`config.mk`:
```
export PLATFORM = sky130hd
export DESIGN_NAME = z80_mem_ctrl
export DESIGN_NICKNAME = d
export VERILOG_FILES = /design/src/rtl/z80_pkg.sv /design/src/rtl/z80_wait_cnt.sv /design/src/rtl/z80_mem_ctrl.sv
export SDC_FILE = /design/constraint.sdc
export NUM_CORES = 1
export LEC_CHECK = 0
export BUFFER_PORTS_ARGS = -buffer_cell sky130_fd_sc_hd__buf_2
export CORE_ASPECT_RATIO = 0.9
export CORE_MARGIN = 2
export CORE_UTILIZATION = 47
export CTS_BUF_LIST = sky130_fd_sc_hd__clkbuf_16
export CTS_CLUSTER_SIZE = 10
export DETAILED_ROUTE_END_ITERATION = 6
export PLACE_DENSITY = 0.77
export RECOVER_POWER = 100
export SETUP_SLACK_MARGIN = 0.2
export SLEW_MARGIN = 20
export SYNTH_ARGS = -nofsm -noshare
export SYNTH_HDL_FRONTEND = slang
export SYNTH_SLANG_ARGS = --single-unit
```
`constraint.sdc`:
```
create_clock -name CLK -period 2 [get_ports CLK]
set_input_delay 0.2 -clock CLK [delete_from_list [all_inputs] [get_ports CLK]]
set_output_delay 0.2 -clock CLK [all_outputs]
set_load 0.01 [all_outputs]
```
`src/rtl/z80_pkg.sv`:
```
// rtl/z80_pkg.sv - shared state encoding and DI default values for the Z80 memory controller
package z80_pkg;

   typedef enum logic [2:0] {
      ST_IDLE   = 3'd0,
      ST_WAITST = 3'd1,
      ST_ACCESS = 3'd2,
      ST_IOCYC  = 3'd3,
      ST_DONE   = 3'd4
   } state_t;

   localparam int         WAIT_CNT_W  = 4;
   localparam logic [7:0] DI_IDLE     = 8'hFF;
   localparam logic [7:0] DI_UNMAPPED = 8'hFF;

endpackage

```
`src/rtl/z80_wait_cnt.sv`:
```
// rtl/z80_wait_cnt.sv - loadable down-counter that times memory wait states
module z80_wait_cnt
   import z80_pkg::*;
(
   input  logic                  clk,
   input  logic                  rst_n,
   input  logic                  load,
   input  logic [WAIT_CNT_W-1:0] load_val,
   input  logic                  dec,
   output logic                  zero
);

   logic [WAIT_CNT_W-1:0] cnt;

   always_ff @(posedge clk or negedge rst_n) begin
      if (!rst_n)
         cnt <= '0;
      else if (load)
         cnt <= load_val;
      else if (dec && cnt != '0)
         cnt <= cnt - WAIT_CNT_W'(1);
   end

   assign zero = (cnt == '0);

endmodule

```
`src/rtl/z80_mem_ctrl.sv`:
```
// rtl/z80_mem_ctrl.sv - Z80 bus cycle controller: wait-stated SRAM access, one I/O port, INTA vector
module z80_mem_ctrl
   import z80_pkg::*;
#(
   parameter int         WAIT_CYCLES = 2,
   parameter logic [7:0] IO_BASE     = 8'h00
) (
   input  logic        CLK,
   input  logic        RESET,
   input  logic [15:0] ADDR,
   input  logic [7:0]  DO,
   output logic [7:0]  DI,
   input  logic        WR,
   input  logic        MREQ,
   input  logic        IORQ,
   input  logic        M1,
   output logic        WAIT,
   output logic [15:0] SRAM_ADDR,
   output logic [7:0]  SRAM_WDATA,
   input  logic [7:0]  SRAM_RDATA,
   output logic        SRAM_CS,
   output logic        SRAM_WE,
   input  logic [7:0]  IO_IN,
   output logic [7:0]  IO_OUT,
   input  logic [7:0]  INT_VEC
);

   localparam logic [WAIT_CNT_W-1:0] WAIT_LOAD =
      (WAIT_CYCLES > 0) ? WAIT_CNT_W'(WAIT_CYCLES - 1) : '0;

   state_t      state_q, state_d;
   logic        mreq_q, iorq_q;
   logic [15:0] addr_l;
   logic [7:0]  do_l;
   logic        wr_l, m1_l;
   logic        rd_cap_q, rd_cap_d;
   logic        latch_en, cnt_load, cnt_dec, cnt_zero;
   logic        wait_d, cs_d, we_d;
   logic [7:0]  di_d, io_out_d;
   logic        new_mem, new_io;
   logic [15:0] cur_addr;
   logic [7:0]  cur_do;
   logic        cur_wr;

   z80_wait_cnt u_wait_cnt (
      .clk      (CLK),
      .rst_n    (RESET),
      .load     (cnt_load),
      .load_val (WAIT_LOAD),
      .dec      (cnt_dec),
      .zero     (cnt_zero)
   );

   // MREQ wins a simultaneous rise; the ignored IORQ is masked by DONE waiting for both low.
   assign new_mem = MREQ & ~mreq_q;
   assign new_io  = IORQ & ~iorq_q & ~new_mem;

   // Zero-wait accesses leave IDLE straight into ACCESS before the latches are loaded.
   assign cur_addr = (state_q == ST_IDLE) ? ADDR : addr_l;
   assign cur_do   = (state_q == ST_IDLE) ? DO   : do_l;
   assign cur_wr   = (state_q == ST_IDLE) ? WR   : wr_l;

   always_comb begin
      state_d  = state_q;
      latch_en = 1'b0;
      cnt_load = 1'b0;
      cnt_dec  = 1'b0;
      wait_d   = 1'b0;
      cs_d     = 1'b0;
      we_d     = 1'b0;
      di_d     = DI;
      io_out_d = IO_OUT;
      rd_cap_d = rd_cap_q;
      case (state_q)
         ST_IDLE: begin
            if (new_mem) begin
               latch_en = 1'b1;
               wait_d   = 1'b1;
               if (WAIT_CYCLES > 0) begin
                  state_d  = ST_WAITST;
                  cnt_load = 1'b1;
               end else begin
                  state_d = ST_ACCESS;
                  cs_d    = 1'b1;
                  we_d    = cur_wr;
               end
            end else if (new_io) begin
               latch_en = 1'b1;
               wait_d   = 1'b1;
               state_d  = ST_IOCYC;
            end
         end
         ST_WAITST: begin
            wait_d = 1'b1;
            if (cnt_zero) begin
               state_d = ST_ACCESS;
               cs_d    = 1'b1;
               we_d    = cur_wr;
            end else begin
               cnt_dec = 1'b1;
            end
         end
         ST_ACCESS: begin
            state_d  = ST_DONE;
            rd_cap_d = ~wr_l;
         end
         ST_IOCYC: begin
            state_d = ST_DONE;
            if (m1_l)
               di_d = INT_VEC;
            else if (addr_l[7:0] == IO_BASE) begin
               if (wr_l)
                  io_out_d = do_l;
               else
                  di_d = IO_IN;
            end else if (!wr_l)
               di_d = DI_UNMAPPED;
         end
         ST_DONE: begin
            // SRAM data arrives the cycle after the chip select, so capture before leaving.
            if (rd_cap_q) begin
               di_d     = SRAM_RDATA;
               rd_cap_d = 1'b0;
            end else if (!MREQ && !IORQ) begin
               state_d = ST_IDLE;
               di_d    = DI_IDLE;
            end
         end
         default: state_d = ST_IDLE;
      endcase
   end

   always_ff @(posedge CLK or negedge RESET) begin
      if (!RESET) begin
         state_q    <= ST_IDLE;
         mreq_q     <= 1'b0;
         iorq_q     <= 1'b0;
         addr_l     <= '0;
         do_l       <= '0;
         wr_l       <= 1'b0;
         m1_l       <= 1'b0;
         rd_cap_q   <= 1'b0;
         WAIT       <= 1'b0;
         SRAM_CS    <= 1'b0;
         SRAM_WE    <= 1'b0;
         SRAM_ADDR  <= 16'h0000;
         SRAM_WDATA <= 8'h00;
         DI         <= DI_IDLE;
         IO_OUT     <= 8'h00;
      end else begin
         state_q  <= state_d;
         mreq_q   <= MREQ;
         iorq_q   <= IORQ;
         rd_cap_q <= rd_cap_d;
         WAIT     <= wait_d;
         SRAM_CS  <= cs_d;
         SRAM_WE  <= we_d;
         DI       <= di_d;
         IO_OUT   <= io_out_d;
         if (latch_en) begin
            addr_l <= ADDR;
            do_l   <= DO;
            wr_l   <= WR;
            m1_l   <= M1;
         end
         if (cs_d) begin
            SRAM_ADDR  <= cur_addr;
            SRAM_WDATA <= cur_do;
         end
      end
   end

endmodule

```
==> flow_summary.json <==
{
  "cts-root-buf": "clkbuf_16",
  "yosys-top-cells-area": "dfrtp_1 52%, mux2_2 16%, dfstp_2 6.1%",
  "ys_warn_count": 0,
  "route.met2.wl_um": 3800,
  "grt_pass1_wl_um": 12600,
  "ys_top_cells_by_count": "71 x dfrtp_1, 50 x mux2_2, 16 x nor3b_1",
  "slew_viol_final": 0,
  "r2r_start": "addr_l[2]",
  "reg2regPathDepth": 3,
  "post-synth-top-area-cell": "dfrtp_1",
  "drt_wl_total_um": 7760,
  "numPortBuffers": 96,
  "grt_pass1_vias": 2566,
  "hold_violations": 0,
  "drt_iter0_drc": 99,
  "final_cells": 460,
  "leakagePower_nw": 1.94,
  "dr.pass1.iters": 4,
  "highest_layer": "met4",
  "ys.flop_type": "dfrtp_1",
  "wl_met3_um": 499,
  "synth_most_common_cell": "dfrtp_1",
  "synth_top_area_share_pct": 51.7,
  "die_x_um": 94.2,
  "cp_num_buf_inv": 0,
  "hp-class": "input pin to flip-flop",
  "wl_met1_um": 3410,
  "worst-path-max-fanout": 8,
  "drc_errors": 0,
  "power_mw": 7.00,
  "critical_path.most_common_cell": "or4_4",
  "min_to": "iorq_q",
  "slowest_delay_ns": 0.61,
  "fin_crit_ns": 2.00,
  "clock_sinks": 79,
  "cap_violations": 0,
  "synth_cell_type_count": 35,
  "peakVddDrop_mv": 0.837,
  "start_util_pct": 48.6,
  "min-delay-start": "IORQ",
  "yosysSeqAreaShare_pct": 57.8,
  "rrSetupSlack_ns": 0.004,
  "die_h_um": 85.1,
  "tightest_slew_ns": 0.976,
  "avgSynthCellArea_um2": 13.5,
  "hold_depth": 1,
  "fmax_mhz": 501,
  "crit_slowest_cell": "or4_4",
  "pin_count": 97,
  "synth-edff-count": 0,
  "finClkSkew_ns": 0.00477,
  "synth_fp_nets": 310,
  "wl_per_cell_um": 16.9,
  "max_slew_margin_pct": 34.9,
  "dieArea_um2": 8020,
  "synth-seq-cells": 79,
  "async_flop_share_pct": 100,
  "vias_per_cell": 5.41,
  "postSynthCellCount": 255,
  "dp.cells": 438,
  "drive_gt1_share_pct": 43.9,
  "clk_path_buf_depth": 2,
  "tritoncts": "done",
  "hpwlAfterDp_um": 5240,
  "grt_use_total_pct": 20.3,
  "place_congestion": 0.775,
  "clk_latency_ns": 0.32,
  "dr_total_vias": 2490,
  "crit_chain": "or4_4, or4_4, mux2_4",
  "utilization_pct": 62.2,
  "status": "complete, no violations",
  "path_clk_slew_ns": 0.06,
  "rsz0062_at_grt": "true",
  "finalSetupViolCount": 0,
  "syn-cell-area_um2": 3440,
  "powerDensity_nw_per_um2": 1590,
  "htreeDepth": 3,
  "antenna_found_initial": 0,
  "row_count": 29,
  "antenna_cells": 0,
  "r2r-end": "IO_OUT[1]",
  "ant_nets": 0,
  "crit_type": "flip-flop to flip-flop",
  "syn_to_final_growth_pct": 27.9,
  "cp.required_ns": 2.21,
  "path_delay_family": "simple AND/OR/NAND/NOR gates",
  "numCtsBuffers": 9,
  "arrival_ns": 2.20,
  "grt_max_degree": 43,
  "grt-ovfl-total": 0,
  "nNetsFinal": 417,
  "fin_crit_sh_pct": 99.8,
  "fp.coreArea_um2": 7080,
  "end_kind": "flip-flop",
  "critPathLaunchType": "flip-flop"
}
repair_timing:
item | in CTS | in global routing
hold buffers | 1 | 0
buffers inserted | 4 | 1
pin swaps | 0 | 2
gates resized for setup | 2 | 9
endpoints found under the hold margin | 29 | 0
setup endpoints to repair | 33 | 40
placed cells by master, fill, tap and decap left out, types with 2 or more instances in the layout:
cell type / count
a21oi_1: 4
clkbuf_1: 46
nor4b_1: 8
o41ai_2: 2
nor3b_1: 16
or3_1: 2
bufinv_16: 2
o21ai_0: 7
buf_4: 12
nor2b_1: 3
clkbuf_2: 2
dfstp_2: 8
or4_1: 2
mux2_2: 50
clkbuf_16: 9
dfrtp_1: 70
buf_2: 51
o221ai_1: 8
mux2_4: 8
clkinv_1: 3
or3b_2: 3
inv_1: 6
or4_4: 3
o41ai_1: 6
nor3_1: 4
nor2_1: 10
metal layers:
layer / track usage, % / vias up
li1: - / 1159
met1: 27.1 / 1252
met2: 32.7 / 73
met3: 5.95 / 6
met4: 5.53 / 0
met5: 0 / -
through the flow:
stage	cell area [um^2]	worst slack, ns	setup TNS [ns]	hold WS [ns]
final	4400	0.00437	0	0.0361
after global routing	4400	-0.0234	-0.129	0.0482
after CTS	4450	0.0171	0	0.0151
after detailed placement	4080	-0.00293	-0.00293	0.206
after global placement	4080	0.0474	0	0.204
after floorplan	3450	-0.0589	-0.471	-0.0956
report_power, final:
part           leakage, nW  total (mW)  switching (mW)  internal (mW)
combinational        0.832        2.47            1.19           1.28
sequential           0.957        2.83           0.469           2.36
clock                0.148        1.70           0.614           1.08
total                 1.94        7.00            2.27           4.72
worst max path at each step:
stage               startpoint         to  slack, ns  cells past startpoint
floorplan            addr_l[7]  IO_OUT[0]      -0.06                      5
global placement     addr_l[7]  IO_OUT[7]       0.05                      3
detailed placement   addr_l[6]  IO_OUT[1]     -0.003                      3
CTS                  addr_l[7]  IO_OUT[1]       0.02                      3
global route         addr_l[4]  IO_OUT[0]      -0.02                      3
finish               addr_l[2]  IO_OUT[1]      0.004                      3
kinds of logic after synthesis:
logic type	Yosys count	synth area share [%]
buf+inv	25	3.06
compound gates	33	7.02
mux	58	19.9
fa+ha+maj	1	0.364
simple gates	59	11.9
flops	79	57.8
final cells by class:
class | count | area [um^2]
clock buffers | 9 | 225
clock inverters | 7 | 87.6
fillers | 617 | 2680
inverters | 6 | 22.5
multi-input cells | 151 | 1380
flip-flops and latches | 79 | 1990
well taps | 93 | 116
repair buffers | 115 | 577
flip-flops by register name, summed over array words and instances (netlist names), 3 cells and up:
| signal | cells |
|---|---|
| SRAM_WDATA | 8 |
| DI | 8 |
| addr_l | 16 |
| do_l | 8 |
| u_wait_cnt.cnt | 4 |
| state_q | 3 |
| SRAM_ADDR | 16 |
| IO_OUT | 8 |
Power figures use the tool's default switching activity.
